## config.mk

```make
export PLATFORM = sky130hd
export DESIGN_NAME = lif_neuron_array
export DESIGN_NICKNAME = d
export VERILOG_FILES = /design/src/rtl/lif_neuron_array.sv
export SDC_FILE = /design/constraint.sdc
export NUM_CORES = 1
export LEC_CHECK = 0
export CAP_MARGIN = 20
export CORE_ASPECT_RATIO = 2
export CORE_MARGIN = 5
export CORE_UTILIZATION = 36
export DETAILED_ROUTE_END_ITERATION = 10
export PLACE_DENSITY = 0.54
export RECOVER_POWER = 50
export SLEW_MARGIN = 5
export SYNTH_ARGS = -nofsm -noshare
export SYNTH_HDL_FRONTEND = slang
export SYNTH_SLANG_ARGS = --single-unit
```

## constraint.sdc

```tcl
create_clock -name clock -period 12.8 [get_ports clock]
set_input_delay 2.56 -clock clock [delete_from_list [all_inputs] [get_ports clock]]
set_output_delay 2.56 -clock clock [all_outputs]
set_load 0.05 [all_outputs]
```

## src/rtl/lif_neuron_array.sv

```systemverilog
// Array of leaky integrate-and-fire neurons sharing one datapath, swept one neuron per clock.
// A tick snapshots the inputs, updates every neuron in turn, then publishes the spike vector.
module lif_neuron_array #(
  parameter int unsigned NUM_NEURONS   = 4,
  parameter int unsigned WIDTH         = 8,
  parameter int unsigned LEAK_SHIFT    = 2,
  parameter int unsigned REFRACT_TICKS = 3,
  parameter int unsigned SELW          = $clog2(NUM_NEURONS)
) (
  input  logic                         clock,
  input  logic                         reset,
  input  logic                         tick,
  input  logic [NUM_NEURONS*WIDTH-1:0] current_in,
  input  logic [WIDTH-1:0]             threshold,
  output logic                         busy,
  output logic                         spike_valid,
  output logic [NUM_NEURONS-1:0]       spikes,
  input  logic [SELW-1:0]              state_sel,
  output logic [WIDTH-1:0]             state_out
);

  localparam int unsigned RW = (REFRACT_TICKS > 0) ? $clog2(REFRACT_TICKS + 1) : 1;
  localparam logic [SELW-1:0] LastIdx = SELW'(NUM_NEURONS - 1);
  localparam logic [RW-1:0] RefractLoad = RW'(REFRACT_TICKS);

  typedef enum logic [1:0] {StIdle, StSweep, StPublish} state_e;

  state_e                       state_q;
  logic [SELW-1:0]              idx_q;
  logic [WIDTH-1:0]             mem_q     [NUM_NEURONS];
  logic [RW-1:0]                refract_q [NUM_NEURONS];
  logic [NUM_NEURONS*WIDTH-1:0] cur_snap_q;
  logic [WIDTH-1:0]             thr_snap_q;
  logic [NUM_NEURONS-1:0]       pending_q;

  logic [WIDTH-1:0]       v_cur;
  logic [WIDTH-1:0]       v_leak;
  logic [WIDTH-1:0]       i_cur;
  logic [WIDTH:0]         sum;
  logic [WIDTH-1:0]       sum_sat;
  logic [WIDTH-1:0]       mem_new;
  logic [RW-1:0]          ref_cur;
  logic [RW-1:0]          ref_new;
  logic                   fire;
  logic [NUM_NEURONS-1:0] pending_new;

  // Shared update datapath for the neuron currently addressed by idx_q.
  always_comb begin
    v_cur   = mem_q[idx_q];
    ref_cur = refract_q[idx_q];
    i_cur   = cur_snap_q[32'(idx_q) * WIDTH +: WIDTH];
    v_leak  = v_cur - (v_cur >> LEAK_SHIFT);
    sum     = {1'b0, v_leak} + {1'b0, i_cur};
    sum_sat = sum[WIDTH] ? {WIDTH{1'b1}} : sum[WIDTH-1:0];
    fire    = 1'b0;
    mem_new = '0;
    ref_new = '0;
    if (ref_cur != '0) begin
      ref_new = ref_cur - 1'b1;
    end else if (sum_sat >= thr_snap_q) begin
      fire    = 1'b1;
      ref_new = RefractLoad;
    end else begin
      mem_new = sum_sat;
    end
    pending_new        = pending_q;
    pending_new[idx_q] = fire;
  end

  always_ff @(posedge clock) begin
    if (reset) begin
      state_q     <= StIdle;
      idx_q       <= '0;
      cur_snap_q  <= '0;
      thr_snap_q  <= '0;
      pending_q   <= '0;
      busy        <= 1'b0;
      spike_valid <= 1'b0;
      spikes      <= '0;
      state_out   <= '0;
      for (int unsigned k = 0; k < NUM_NEURONS; k++) begin
        mem_q[k]     <= '0;
        refract_q[k] <= '0;
      end
    end else begin
      // Readback reflects the membrane array as it stood before this edge.
      if (32'(state_sel) < NUM_NEURONS) begin
        state_out <= mem_q[state_sel];
      end else begin
        state_out <= '0;
      end
      spike_valid <= 1'b0;
      unique case (state_q)
        StIdle: begin
          if (tick) begin
            cur_snap_q <= current_in;
            thr_snap_q <= threshold;
            pending_q  <= '0;
            idx_q      <= '0;
            busy       <= 1'b1;
            state_q    <= StSweep;
          end
        end
        StSweep: begin
          mem_q[idx_q]     <= mem_new;
          refract_q[idx_q] <= ref_new;
          pending_q        <= pending_new;
          if (idx_q == LastIdx) begin
            // Spikes land with the last neuron so they are visible during the publish cycle.
            spikes      <= pending_new;
            spike_valid <= 1'b1;
            idx_q       <= '0;
            state_q     <= StPublish;
          end else begin
            idx_q <= idx_q + 1'b1;
          end
        end
        StPublish: begin
          busy    <= 1'b0;
          state_q <= StIdle;
        end
        default: begin
          busy    <= 1'b0;
          state_q <= StIdle;
        end
      endcase
    end
  end

endmodule
```

==> implementation parameters <==
Parameter                              Value

Clock tree
  Post-CTS setup buffer count ... 0
  # hold bufs at CTS ... 0
  Number of CTS-inserted buffers ... 9
  Level count of the clock H-tree ... 3
  CTS tree ... built
  Post-cts gate resize count ... 0
  Latest clock arrival within the worst-skew pair ... 0.35 ns
  Clk pin slew, worst setup/hold paths ... about 0.070 ns
  Root Driver ... clkbuf_16
  Clk buf depth ... 2
  Total clock sinks ... ~100

Floorplan
  Std-Cell Core Area ... roughly 14,000 µm²
  Initial Utilization ... 0.364
  Die Wd ... about 95 µm
  Cell row count ... 62
  Die Outline Area ... 17,100 µm²
  Die outline height ... roughly 180 µm
  Io pins ... just under 60

Route
  Routed wire length ... around 12 mm
  Post-route DRC violation count ... 0
  Violation count after the first detailed-routing iteration ... 149
  Via/cell ratio ... approximately 5.1
  Pre-Repair DR Iteration Count ... 4
  Vias post-DR ... 3,860
  Residual antenna-violating net count after detailed routing ... 0
  Per-cell routed wire length ... around 16 µm

GRT
  Initial antenna violation count ... 0
  First-pass GRT wire length ... between 20 and 25 mm
  GRT Total Usage ... 0.155
  Global route overflow ... 0
  Largest net degree at the start of global routing ... 65
  Via count of the first global-routing pass ... ~4,000

Finish
  Core Util, Final ... 0.437
  Post-Layout Cell Count ... roughly 760
  Layout Cell Area excl Fill ... between 6000 and 7000 µm²
  Layout-stage area growth over the synthesis result ... 20.2%
  NumNets Final ... roughly 630
  Fraction of final layout cells sized beyond drive strength 1 ... 0.0761
  Layout fillers ... approximately 1,400
  Diodes inserted ... 0

Min path
  Hold Path End ... cur_snap_q[23]
  Launch instance of the worst min-delay path ... cur_snap_q[23]
  Worst Hold Class ... reg2reg
  Count of cells along the worst hold path ... 2

STA
  Final setup margin ... roughly 6.6 ns
  Setup repair after global routing missed its margin ... false
  Final-report hold violation count ... 0
  Worst-margin pin slew ... approximately 2.9 ns
  Highest clock rate ... around 0.16 GHz
  Fin crit period ... 6.25 ns
  Final TNS setup ... 0 ns
  Number of max-slew violations in the final report ... 65
  Largest clock skew in the final design ... 0.0120 ns
  Relative slew slack ... -0.904
  Final worst path period share ... 0.488
  Worst-case hold slack ... ~0.45 ns
  Setup-failing EPs final ... 0

Synth
  Post-synthesis register bit count ... 103
  Number of nets in the synthesized netlist ... roughly 580
  Number of distinct library cell variants in the gate-level netlist after synthesis ... a little over 40
  Number of warnings issued by yosys ... 0
  Number of enable flip-flop cells after synthesis ... 40
  Mean instance size in the synthesized netlist ... ~10 µm²
  Main flop type after synthesis ... dfxtp_1
  Share of the yosys chip area belonging to registers ... 0.475
  Mapped Cells ... 509
  Total standard cell area after synthesis ... about 5200 µm²
  Share of synthesized flip-flops with an asynchronous set or reset ... 0

Power
  Power after layout ... around 0.94 mW
  Static Leak ... 2.39 nW
  Cell area power density ... around 150 nW/µm²
  Max rail drop VDD ... about 0.073 mV

Setup path
  Capture instance of the worst register-to-register path ... mem_q[3][6]
  Endpoint type of the worst setup path ... register
  Worst path required time ... approximately 13 ns
  Number of cells on the worst reg-to-reg path ... 19
  Endpoint arrival time on the critical path ... between 6 and 7 ns
  Path type of the worst setup path ... reg2reg
  R2r setup slk ... around 6.6 ns
  Largest driver fanout on the critical path ... 10
  Critical path startpoint category ... register

Status
  Run status ... finished with violations
  Failing checks ... capacitance limit, slew limit

Placement
  Placed cell count ... 741
  Routability-driven placement congestion ratio ... slightly above 0.8
  Final HPWL from detailed placement ... between 9 and 10 mm
  Post-place instance area ... 5950 µm²
  Pre-CTS worst setup slack ... between 6 and 7 ns
  Buffers added on ports ... between 50 and 60

Run
  Maximum capacitance violations ... 1
layout by cell type (no fill, tap or decap), drive strengths merged, types with 2 or more instances in the layout:
cell type,synthesis,routed
nand2,94,94
dfxtp,63,63
a21oi,60,60
clkdlybuf4s50,0,45
edfxtp,40,40
nor2,39,39
inv,29,31
ha,26,26
mux4,26,26
nor2b,22,22
nor3,13,13
clkbuf,20,13
dlygate4sd3,0,12
o21ai,11,11
and2,6,6
xnor2,5,5
nand2b,5,5
or3,5,5
a21o,4,4
o21a,4,4
o31ai,4,4
a311oi,4,4
buf,2,4
a211o,3,3
nand3,3,3
or2,3,3
a32o,3,3
o21bai,2,2
a211oi,2,2
fa,2,2
layout make-up:
class	count	area, µm²	share of cell area
inverter	29	109	0.0175
sequential	103	2460	0.395
tap	192	240	0.0385
timing repair buffer	62	602	0.0965
clock inverter	4	56.3	0.00903
clock buffer	12	238	0.0381
multi-input combinational	355	2530	0.406
state kept, by name (all words and copies together) (netlist names), named ones only:
name and cells:
cur_snap_q 32, pending_q 3, busy 1, idx_q 2, spike_valid 1, state_q 2
spikes 4, mem_q 32, state_out 8, thr_snap_q 8, refract_q 8
critical path, stage by stage, from the launching register on:
cell	delay (ns)
dfxtp_1	0.70
mux4_1	0.68
inv_1	0.13
ha_1	0.24
nor2b_1	0.14
o31ai_1	0.30
nand2b_1	0.10
a21oi_1	0.19
xnor2_1	0.09
ha_1	0.38
a21oi_1	0.35
a21oi_1	0.24
nor3_1	0.66
inv_1	0.12
ha_1	0.32
a211oi_1	0.23
o21ai_0	0.25
a2111oi_4	0.43
nand2_1	0.26
nor2_1	0.25
synth_stat cells, types with 2 or more instances:
library cell	number	share of area
o21bai_1	2	0.0029
o21ai_0	11	0.011
nor2b_1	22	0.027
or2_2	3	0.0036
edfxtp_1	40	0.23
a311oi_1	3	0.0051
inv_1	29	0.021
mux4_2	18	0.078
a32o_1	3	0.0058
and2_1	5	0.0060
a211o_1	3	0.0051
a21oi_1	60	0.058
nand2b_1	5	0.0060
xnor2_1	5	0.0084
nand3_1	3	0.0029
nand2_1	94	0.068
mux4_1	8	0.041
o21a_1	4	0.0058
or3_1	5	0.0060
ha_1	26	0.063
a21o_1	4	0.0058
fa_1	2	0.0077
a211oi_1	2	0.0029
clkbuf_1	20	0.014
nor2_1	39	0.028
o31ai_1	4	0.0058
nor3_1	13	0.013
dfxtp_1	63	0.24
power by group:
part / switching, mW / total (mW) / leakage, nW / internal [mW]
Sequential: 0.0120 / 0.372 / 0.931 / 0.360
Combinational: 0.172 / 0.289 / 1.32 / 0.118
Clock: 0.123 / 0.278 / 0.146 / 0.155
cell families after synthesis:
group,after synthesis,share of synthesized area
AO/OA/AOI/OAI,104,0.125
XOR/XNOR,6,0.0101
adder cells (fa/ha/maj),28,0.0704
buffers and inverters,51,0.0383
flip-flops,103,0.475
multiplexers,26,0.119
AND/OR/NAND/NOR,191,0.163
how the worst max path moves through the flow:
stage / cells after the start / end / startpoint / slack, ns
2_1_floorplan: 20 / mem_q[0][1] / register / 7.87
3_3_place_gp: 21 / mem_q[1][6] / register / 6.66
3_5_place_dp: 19 / mem_q[3][6] / register / 6.56
4_1_cts: 19 / mem_q[3][6] / register / 6.51
5_1_grt: 19 / mem_q[3][6] / register / 6.03
6_report: 19 / mem_q[3][6] / register / 6.55
metal layers:
metal | share of wire | up-vias | GRT usage
met5 | 0 | - | 0
met4 | 0.037 | 0 | 0.0752
met3 | 0.036 | 19 | 0.0280
met2 | 0.55 | 113 | 0.283
met1 | 0.37 | 1827 | 0.165
li1 | - | 1901 | -
Power figures use the tool's default switching activity.
